[src/rtl/bin_to_bcd_seq_if.sv]
// Handshake and data bundle between the operand-capture logic and the BCD converter.
interface bin_to_bcd_seq_if #(
    parameter int WIDTH  = 8,
    parameter int DIGITS = 3
);
    logic                  start;
    logic [WIDTH-1:0]      bin;
    logic                  ready;
    logic                  done;
    logic [4*DIGITS-1:0]   bcd;
    logic                  overflow;

    modport master (output start, output bin, input ready, input done, input bcd, input overflow);
    modport slave  (input start, input bin, output ready, output done, output bcd, output overflow);
endinterface

[src/rtl/bin_to_bcd_seq.sv]
// Sequential double-dabble binary-to-BCD converter, one input bit per clock,
// with start/ready/done handshake and a sticky overflow flag.
module bin_to_bcd_seq #(
    parameter int WIDTH  = 8,
    parameter int DIGITS = 3
) (
    input  logic             CLOCK_50,
    input  logic             RESET,
    bin_to_bcd_seq_if.slave  bus
);
    localparam int BW = 4 * DIGITS;
    localparam int CW = (WIDTH > 1) ? $clog2(WIDTH) : 1;

    localparam logic [1:0] IDLE  = 2'd0;
    localparam logic [1:0] SHIFT = 2'd1;
    localparam logic [1:0] DONE  = 2'd2;

    logic [1:0]       state_reg;
    logic [WIDTH-1:0] bin_reg;
    logic [BW-1:0]    scratch_reg;
    logic [CW-1:0]    count_reg;
    logic             sticky_reg;
    logic [BW-1:0]    bcd_reg;
    logic             overflow_reg;

    logic [BW-1:0]    adj;
    logic [BW-1:0]    scratch_next;
    logic [WIDTH-1:0] bin_next;
    logic             sticky_next;
    logic             last;

    // Add-3 correction on every digit that would exceed 9 after doubling.
    genvar gi;
    generate
        for (gi = 0; gi < DIGITS; gi++) begin : g_adj
            assign adj[4*gi +: 4] = (scratch_reg[4*gi +: 4] >= 4'd5) ?
                                    scratch_reg[4*gi +: 4] + 4'd3 :
                                    scratch_reg[4*gi +: 4];
        end
    endgenerate

    assign scratch_next = {adj[BW-2:0], bin_reg[WIDTH-1]};
    assign bin_next     = bin_reg << 1;
    assign sticky_next  = sticky_reg | adj[BW-1];
    assign last         = (count_reg == CW'(WIDTH - 1));

    always_ff @(posedge CLOCK_50 or posedge RESET) begin
        if (RESET) begin
            state_reg    <= IDLE;
            bin_reg      <= '0;
            scratch_reg  <= '0;
            count_reg    <= '0;
            sticky_reg   <= 1'b0;
            bcd_reg      <= '0;
            overflow_reg <= 1'b0;
        end else begin
            case (state_reg)
                IDLE: begin
                    if (bus.start) begin
                        bin_reg     <= bus.bin;
                        scratch_reg <= '0;
                        count_reg   <= '0;
                        sticky_reg  <= 1'b0;
                        state_reg   <= SHIFT;
                    end
                end
                SHIFT: begin
                    bin_reg     <= bin_next;
                    scratch_reg <= scratch_next;
                    sticky_reg  <= sticky_next;
                    count_reg   <= count_reg + 1'b1;
                    if (last) begin
                        bcd_reg      <= scratch_next;
                        overflow_reg <= sticky_next;
                        state_reg    <= DONE;
                    end
                end
                DONE:    state_reg <= IDLE;
                default: state_reg <= IDLE;
            endcase
        end
    end

    assign bus.ready    = (state_reg == IDLE);
    assign bus.done     = (state_reg == DONE);
    assign bus.bcd      = bcd_reg;
    assign bus.overflow = overflow_reg;
endmodule

[src/flat_wrapper.sv]
// flat-port wrapper written by rule: the top's interface ports become plain ports
module bin_to_bcd_seq_flat 
#(
    parameter int WIDTH  = 8,
    parameter int DIGITS = 3
)
  (CLOCK_50, RESET, bus_start, bus_bin, bus_ready, bus_done, bus_bcd, bus_overflow);
  bin_to_bcd_seq_if #(.WIDTH(WIDTH), .DIGITS(DIGITS)) bus_i ();
  input  logic CLOCK_50;
  input  logic RESET;
  input wire logic [$bits(bus_i.start)-1:0] bus_start;
  input wire logic [$bits(bus_i.bin)-1:0] bus_bin;
  output wire logic [$bits(bus_i.ready)-1:0] bus_ready;
  output wire logic [$bits(bus_i.done)-1:0] bus_done;
  output wire logic [$bits(bus_i.bcd)-1:0] bus_bcd;
  output wire logic [$bits(bus_i.overflow)-1:0] bus_overflow;
  assign bus_i.start = bus_start;
  assign bus_i.bin = bus_bin;
  assign bus_ready = bus_i.ready;
  assign bus_done = bus_i.done;
  assign bus_bcd = bus_i.bcd;
  assign bus_overflow = bus_i.overflow;
  bin_to_bcd_seq #(.WIDTH(WIDTH), .DIGITS(DIGITS)) u_core (.CLOCK_50(CLOCK_50), .RESET(RESET), .bus(bus_i));
endmodule
[config.mk]
export PLATFORM = sky130hd
export DESIGN_NAME = bin_to_bcd_seq_flat
export DESIGN_NICKNAME = d
export VERILOG_FILES = /design/src/rtl/bin_to_bcd_seq_if.sv /design/src/rtl/bin_to_bcd_seq.sv /design/src/flat_wrapper.sv
export SDC_FILE = /design/constraint.sdc
export NUM_CORES = 1
export LEC_CHECK = 0
export CAP_MARGIN = 15
export CORE_ASPECT_RATIO = 0.5
export CORE_UTILIZATION = 52
export DETAILED_ROUTE_END_ITERATION = 8
export PLACE_DENSITY = 0.77
export SYNTH_ARGS = -nofsm -noshare
export SYNTH_HDL_FRONTEND = slang
export SYNTH_SLANG_ARGS = --single-unit
[constraint.sdc]
create_clock -name CLOCK_50 -period 5.1 [get_ports CLOCK_50]
set_clock_uncertainty 0.15 [all_clocks]
set_input_delay 0.51 -clock CLOCK_50 [delete_from_list [all_inputs] [get_ports CLOCK_50]]
set_output_delay 0.51 -clock CLOCK_50 [all_outputs]
set_load 0.005 [all_outputs]
# Word level (Yosys, flattened, before mapping)
# Cells that the tools add are included.
# W data, S select, Z words.
totals:
  regBits: 39
  inputBits: 11
  elab_cells: 39
op_classes:
  n_addsub: 4
  order_cmp: 3
  n_eq_ne: 5
  n_mux: 14
  bitwise: 1
  reduce_logical: 5
op_table:
  columns: ["cell", "n"]
  rows:
  - ["$pmux W12 S2", 1]
  - ["$pmux W8 S2", 1]
  - ["$add A4 B2 Y4 const B", 3]
  - ["$ge A4 B3 Y1 const B", 3]
  - ["$mux W12", 1]
  - ["$mux W4", 3]
  - ["$mux W8", 1]
  - ["$pmux W3 S2", 1]
  - ["$reduce_and A2 Y1", 3]
  - ["$mux W2", 2]
  - ["$pmux W2 S2", 1]
  - ["$add A3 B1 Y3 const B", 1]
  - ["$eq A3 B3 Y1 const B", 1]
  - ["$mux W3", 1]
  - ["$eq A2 B1 Y1 const B", 1]
  - ["$eq A2 B2 Y1 const B", 1]
  - ["$logic_not A2 Y1", 1]
  - ["$ne A2 B1 Y1 const B", 1]
  - ["$ne A2 B2 Y1 const B", 1]
  - ["$pmux W1 S2", 1]
  - ["$reduce_bool A2 Y1", 1]
  - ["$mux W1", 1]
  - ["$or A1 B1 Y1", 1]

# Longest topological paths before layout
# Gate-level depths: netlist (run 1).
depth:
  depth_word: 4
  ltp_mapped: 6

# Worst setup path after synthesis (run 1)
# No wires, ideal clock.
synth_path:
  path_type: "reg-to-reg"
  start: "register u_core.scratch_reg[8]"
  end: "register u_core.scratch_reg[10]"
  setup_time_ns: 0.083
  t_arrival_ns: 1.441
  path_slack_ns: 3.427
  path_stages_with_launch: 7
  n_path_buf: 0
  synth_period_minus_slack_ns: 1.673
  cell_sequence: "dfrtp_1 -> inv_1 -> ha_1 -> nand2b_1 -> a21oi_1 -> mux2_2 -> o21ai_0"
synth_via:
  elab_chain_len: 3
  word_cells_on_any_way: 4
  cone_classes: "add/sub: 1; order compare: 1; mux: 2"
synth_lines:
  columns: ["element", "line_no", "source"]
  rows:
  - ["from (decl)", "bin_to_bcd_seq.sv:20", "logic [BW-1:0] scratch_reg;"]
  - ["from (signal assigned)", "bin_to_bcd_seq.sv:69", "scratch_reg <= scratch_next;"]
  - ["$add A4 B2 Y4 or $ge A4 B3 Y1 (tied branches)", "bin_to_bcd_seq.sv:37, bin_to_bcd_seq.sv:36", null]
  - ["$mux W4 (*)", "bin_to_bcd_seq.sv:36", "assign adj[4*gi +: 4] = (scratch_reg[4*gi +: 4] >= 4'd5) ?"]
  - ["$pmux W12 S2 (*)", "bin_to_bcd_seq.sv:57", "case (state_reg)"]
# Mark *: on every way between the ends. The rest lies on a longest branch, timed or not.
# A chain may end at the register's enable or synchronous reset.

# Worst setup path in the final report (run 1)
layout_path:
  start: "register u_core.state_reg[0]"
  end: "register u_core.bcd_reg[6], in the netlist u_core.bus.bcd[6]"
layout_via:
  elab_chain_len: 2
layout_lines:
  columns: ["element", "line_no", "source"]
  rows:
  - ["from (decl)", "bin_to_bcd_seq.sv:18", "logic [1:0] state_reg;"]
  - ["from (signal assigned)", "bin_to_bcd_seq.sv:49", "state_reg <= IDLE;"]
  - ["from (signal assigned)", "bin_to_bcd_seq.sv:64", "state_reg <= SHIFT;"]
  - ["from (signal assigned)", "bin_to_bcd_seq.sv:75", "state_reg <= DONE;"]
  - ["$eq A2 B1 Y1", "bin_to_bcd_seq.sv:57", null]
  - ["$reduce_and A2 Y1 (no line)", null, null]
  - ["to (signal assigned)", "bin_to_bcd_seq.sv:73", "bcd_reg <= scratch_next;"]
  - ["to (decl)", "bin_to_bcd_seq.sv:23", "logic [BW-1:0] bcd_reg;"]
# Every way passes these cells.

==> results of run 1 <==
-- synthesized netlist by cell type --
cell type  count
dfrtp_1       39
o21ai_0       29
nand2_1       26
a21oi_1       11
ha_1           8
inv_1          8
a22o_1         5
a22oi_1        5
nor2_1         5
nor3b_1        5
buf_2          4
mux2_2         4
nand2b_1       4
nor3_1         3
xnor2_1        3
and3b_1        2
clkbuf_1       2
nand3_1        2
nor2b_1        2
o21ai_1        2
a2bb2oi_1      1
a31oi_1        1
a32o_1         1
buf_4          1
inv_4          1
mux2_1         1
mux2i_1        1
nand2_4        1
o21ai_2        1
-- critical path: stages, from the launching register on --
cell     delay (ns)
dfrtp_1        0.62
nor2b_1        0.68
nand2_4        0.26
inv_4          0.15
mux2_2         0.33
-- cell type report --
cell class | instances | share of cell area (%)
clock buffer | 8 | 4.58
inverter | 9 | 1.66
multi-input combinational | 123 | 35.0
sequential | 39 | 44.7
tap | 40 | 2.29
timing repair buffer | 26 | 11.8
-- cell families after synthesis --
group / Yosys count / share of synthesized area (%)
XOR/XNOR: 3 / 1.45
multiplexers: 6 / 3.66
AO/OA/AOI/OAI: 56 / 18.0
adder cells (fa/ha/maj): 8 / 5.53
flip-flops: 39 / 53.9
AND/OR/NAND/NOR: 50 / 13.5
buffers and inverters: 16 / 3.94
-- routing by layer --
layer	vias to the layer above	GRT usage, %	share of wire, %
li1	671	-	-
met1	652	27.5	48
met2	34	35.2	46
met3	5	6.29	4.7
met4	0	7.00	1.2
met5	-	0	0
-- worst max-delay path by stage --
stage | slack [ns] | cells past startpoint | to | startpoint
floorplan | 3.43 | 6 | u_core.scratch_reg[10]$_DFFE_PP0P_ | u_core.scratch_reg[8]$_DFFE_PP0P_
global placement | 2.84 | 4 | u_core.bus.bcd[6]$_DFFE_PP0P_ | u_core.state_reg[0]$_DFFE_PP0P_
detailed placement | 2.80 | 4 | u_core.sticky_reg$_DFFE_PP0P_ | bus_start
CTS | 2.79 | 4 | u_core.bus.bcd[6]$_DFFE_PP0P_ | u_core.state_reg[0]$_DFFE_PP0P_
global route | 2.60 | 4 | u_core.bus.bcd[6]$_DFFE_PP0P_ | u_core.state_reg[0]$_DFFE_PP0P_
finish | 2.79 | 4 | u_core.bus.bcd[6]$_DFFE_PP0P_ | u_core.state_reg[0]$_DFFE_PP0P_
-- stage by stage --
stage / util, % / hold slack, ns / power [mW]
floorplan: - / 0.300 / 0.917
global placement: 66.1 / 0.313 / 1.09
detailed placement: 66.1 / 0.319 / 1.12
CTS: 69.2 / 0.336 / 1.35
global route: 69.2 / 0.357 / 1.45
finish: 69.2 / 0.331 / 1.34
-- layout by cell type, fill, tap and decap left out, types with 2 or more instances in the layout --
cell type and instances:
nor3b_1 5, ha_1 8, nand2_1 26, clkbuf_8 7, nand3_1 2, nand2b_1 4, clkdlybuf4s50_1 25, inv_1 8
nor2_1 5, a21oi_1 11, a22oi_1 5, xnor2_1 3, and3b_1 2, o21ai_1 2, nor3_1 3, mux2_2 4
a22o_1 5, dfrtp_1 39, nor2b_1 2, o21ai_0 29
-- power groups by stage --
| stage | registers (mW) | clock network (mW) | logic, mW |
|---|---|---|---|
| floorplan | 0.529 | 0 | 0.388 |
| global placement | 0.552 | 0 | 0.539 |
| detailed placement | 0.556 | 0 | 0.563 |
| CTS | 0.552 | 0.228 | 0.565 |
| global route | 0.576 | 0.244 | 0.629 |
| finish | 0.553 | 0.224 | 0.559 |
==> qor.csv, run 1 <==
metric,value,unit
status,"finished, final reports clean",
leakagePower,0.969,nW
hold_path.class,reg2reg,
initial_core_util,57.4,%
holdBufCountCts,0,
p_switching,0.485,mW
drc,0,
antenna_cells,0,
setup_slack,2.79,ns
synth_cell_types,29,
dp_hpwl,2360,um
grt_pass1_vias,1250,
synth_top_area_share,53.9,%
hold_path_depth,2,
p_int,0.851,mW
power_frac_comb,41.8,%
clk_latency,0.29,ns
ios,26,
period_share,45.4,%
synth_area_leaders,"dfrtp_1 54%, o21ai_0 8.0%, ha_1 5.5%",
rsz0062_at_grt,no,
yosys_warnings,0,
num_rows,14,
synth_seq_cells,39,
clock_path_buffers,2,
clk_pin_slew_worst_paths,0.07,ns
core_area,3150,um^2
worstMarginPinSlew,0.942,ns
slew_headroom,37.2,%
cp-start-kind,flop,
grt-ovfl-total,0,
multi_input_area,763,um^2
worst-r2r-cell-count,4,
cts.sinks,39,
dr.pass1.iters,4,
area_growth,20.6,%
fin_nets,223,
max_freq,432,MHz
post_synth.cell_area_avg,10.2,um^2
critical_path.max_fanout,19,
place_ws,2.80,ns
maxCapViolCount,0,
synth_largest_area_cell,dfrtp_1,
grt_max_degree,40,
drv_slew,0,
die-area,3740,um^2
root_buffer,clkbuf_8,
grt_pass1_wl,5830,um
routedWlPerCell,13.6,um
swShare,36.3,%
synthCells,178,
hp-start,u_core.bus.bcd[1]$_DFFE_PP0P_,
final_cell_count_no_fill,245,
antenna_found_initial,0,
fin_area,2180,um^2
hold_violations,0,
setup_tns,0,ns
finalCriticalPeriod,2.31,ns
clockPowerShare,16.8,%
vias_per_cell,5.56,
r2r_start,u_core.state_reg[0]$_DFFE_PP0P_,
holdPathEnd,u_core.bus.bcd[1]$_DFFE_PP0P_,
n_fill_cell,254,
dp_cells,237,
numCtsBuffers,5,
port_buffers,25,
powerDensity,612,nW/um^2
finalSetupViolations,0,
critPathKind,reg2reg,
totalWireLength,3330,um
cts_resized,0,
seq_area,976,um^2
critPathArrivalTime,2.33,ns
synthesis.area,1810,um^2
gp_congestion,0.746,
r2r_slack,2.79,ns
synth_nets,197,
postRouteAntennaNets,0,
critPathRequiredTime,5.12,ns
dpl_cell_area,2080,um^2
die_h,43.7,um
peakVddDrop,0.000260,V
ys_seq_area_share,53.9,%
drive_gt1_share,7.32,%
tritoncts,built,
pwr-share-seq,41.4,%
via_count,1362,
timing.rr.end,u_core.bus.bcd[6]$_DFFE_PP0P_,
grt_util_all_layers,21.2,%
die_w,85.4,um
htreeDepth,2,
cp-end-kind,flop,
drt_iter0_drc,71,
postCtsSetupRepairBufs,0,
No activity file was read; power rests on OpenSTA's default activity.
==> inputs of run 2 (changes only) <==
clock period = 2.2 ns   (was 5.1 ns; I/O delays follow)
==> run 2 against run 1 <==
Register-to-register slack got worse by 2.4 ns. Sequential power increased by 130%. Cell area increased by 1.6%. Combinational power increased by 140%. Die area unchanged.
==> qor.csv, run 2 (synthesized netlist as in run 1, its figures left out) <==
metric,value,unit
status,"finished, final reports clean",
critPathRequiredTime,1.83,ns
cp-start-kind,flop,
finalCriticalPeriod,2.00,ns
die_w,85.4,um
clock_path_buffers,2,
ios,26,
drive_gt1_share,9.13,%
mostFrequentLayoutCells,"39 x dfrtp_1, 29 x o21ai_0, 26 x nand2_1, 25 x clkdlybuf4s50_1, 11 x a21oi_1",
dr.pass1.iters,4,
routedWlPerCell,14.4,um
num_rows,14,
setup_slack,0.200,ns
max_freq,500,MHz
clk_latency,0.30,ns
gp_congestion,0.776,
dp_hpwl,2350,um
grt_max_degree,40,
power.total,3.23,mW
postCtsSetupRepairBufs,0,
clk_pin_slew_worst_paths,0.08,ns
totalWireLength,3580,um
rsz0062_at_grt,no,
leakagePower,0.990,nW
postRouteAntennaNets,0,
final_common_cell,dfrtp_1,
cp-end-kind,output port,
critPathKind,reg2out,
numCtsBuffers,5,
place_ws,0.358,ns
powerDensity,1460,nW/um^2
port_buffers,25,
n_fill_cell,241,
crit_start,u_core.state_reg[1]$_DFFE_PP0P_,
holdBufCountCts,0,
via_count,1365,
peakVddDrop,0.000591,V
critPathArrivalTime,1.63,ns
grt_pass1_vias,1288,
hold_path.class,in2async,
dpl_cell_area,2110,um^2
die_h,43.7,um
grt_util_all_layers,21.6,%
vias_per_cell,5.50,
maxCapViolCount,0,
tritoncts,built,
cts_resized,0,
setup_tns,0,ns
antenna_found_initial,0,
htreeDepth,2,
fin_util,70.4,%
antenna_cells,0,
initial_core_util,57.4,%
die-area,3740,um^2
cpPeakStageDelay,0.56,ns
area_growth,22.5,%
core_area,3150,um^2
path_delay_family,buffers and inverters,
hold_violations,0,
cp_slowest_cell,dfrtp_1,
crit_buf_inv,2,
drt_iter0_drc,111,
root_buffer,clkbuf_8,
drv_slew,0,
grt-ovfl-total,0,
period_share,90.9,%
grt_pass1_wl,5980,um
r2r_start,u_core.scratch_reg[8]$_DFFE_PP0P_,
slew_headroom,68.0,%
cts.sinks,39,
worstMarginPinSlew,0.480,ns
path_cells,"inv_1, nor2_1, clkdlybuf4s50_1",
fin_area,2220,um^2
critical_path.max_fanout,11,
fin_nets,226,
drc,0,
finalSetupViolations,0,
==> run 2: worst min-delay path: stages <==
cell and delay [ns]:
clkdlybuf4s50_1 0.39, inv_1 0.05, buf_4 0.41
==> run 2: path summary, 6_finish.rpt <==
| kind | to | slack (ns) | depth (start not counted) |
|---|---|---|---|
| max in group asynchronous | u_core.count_reg[2]$_DFFE_PP0P_ | 1.39 | 3 |
| worst max-delay path | bus_done | 0.20 | 3 |
| worst min register to register | u_core.bus.bcd[10]$_DFFE_PP0P_ | 0.33 | 2 |
| worst min-delay path | u_core.bus.bcd[0]$_DFFE_PP0P_ | 0.18 | 3 |
| worst max register to register | u_core.scratch_reg[10]$_DFFE_PP0P_ | 0.35 | 6 |
| min in group CLOCK_50 | u_core.bus.bcd[10]$_DFFE_PP0P_ | 0.33 | 2 |
==> run 2: layout make-up <==
cell class / count / area [um^2] / area share (%)
sequential: 39 / 976 / 44.0
multi-input combinational: 123 / 763 / 34.4
clock inverter: 3 / 43.8 / 1.97
timing repair buffer: 29 / 280 / 12.6
inverter: 9 / 36.3 / 1.64
clock buffer: 5 / 68.8 / 3.10
tap: 40 / 50.0 / 2.26
==> run 2: routing by layer <==
metal | up-vias | routed length [um] | track usage (%)
met5 | - | 0 | 0
met3 | 5 | 203 | 5.90
met4 | 0 | 27 | 7.00
li1 | 675 | - | -
met1 | 639 | 1730 | 28.6
met2 | 46 | 1620 | 35.5
==> run 2: metrics by stage <==
stage	std cells	hold WS (ns)
final	248	0.178
after global routing	248	0.287
after CTS	248	0.197
after detailed placement	240	0.320
after global placement	240	0.314
after floorplan	178	0.240
==> run 2: power breakdown <==
| part | leakage (nW) | total, mW | switching (mW) | internal, mW |
|---|---|---|---|---|
| Sequential | 0.495 | 1.28 | 0.257 | 1.03 |
| Clock | 0.0581 | 0.601 | 0.264 | 0.338 |
| Combinational | 0.437 | 1.35 | 0.663 | 0.684 |
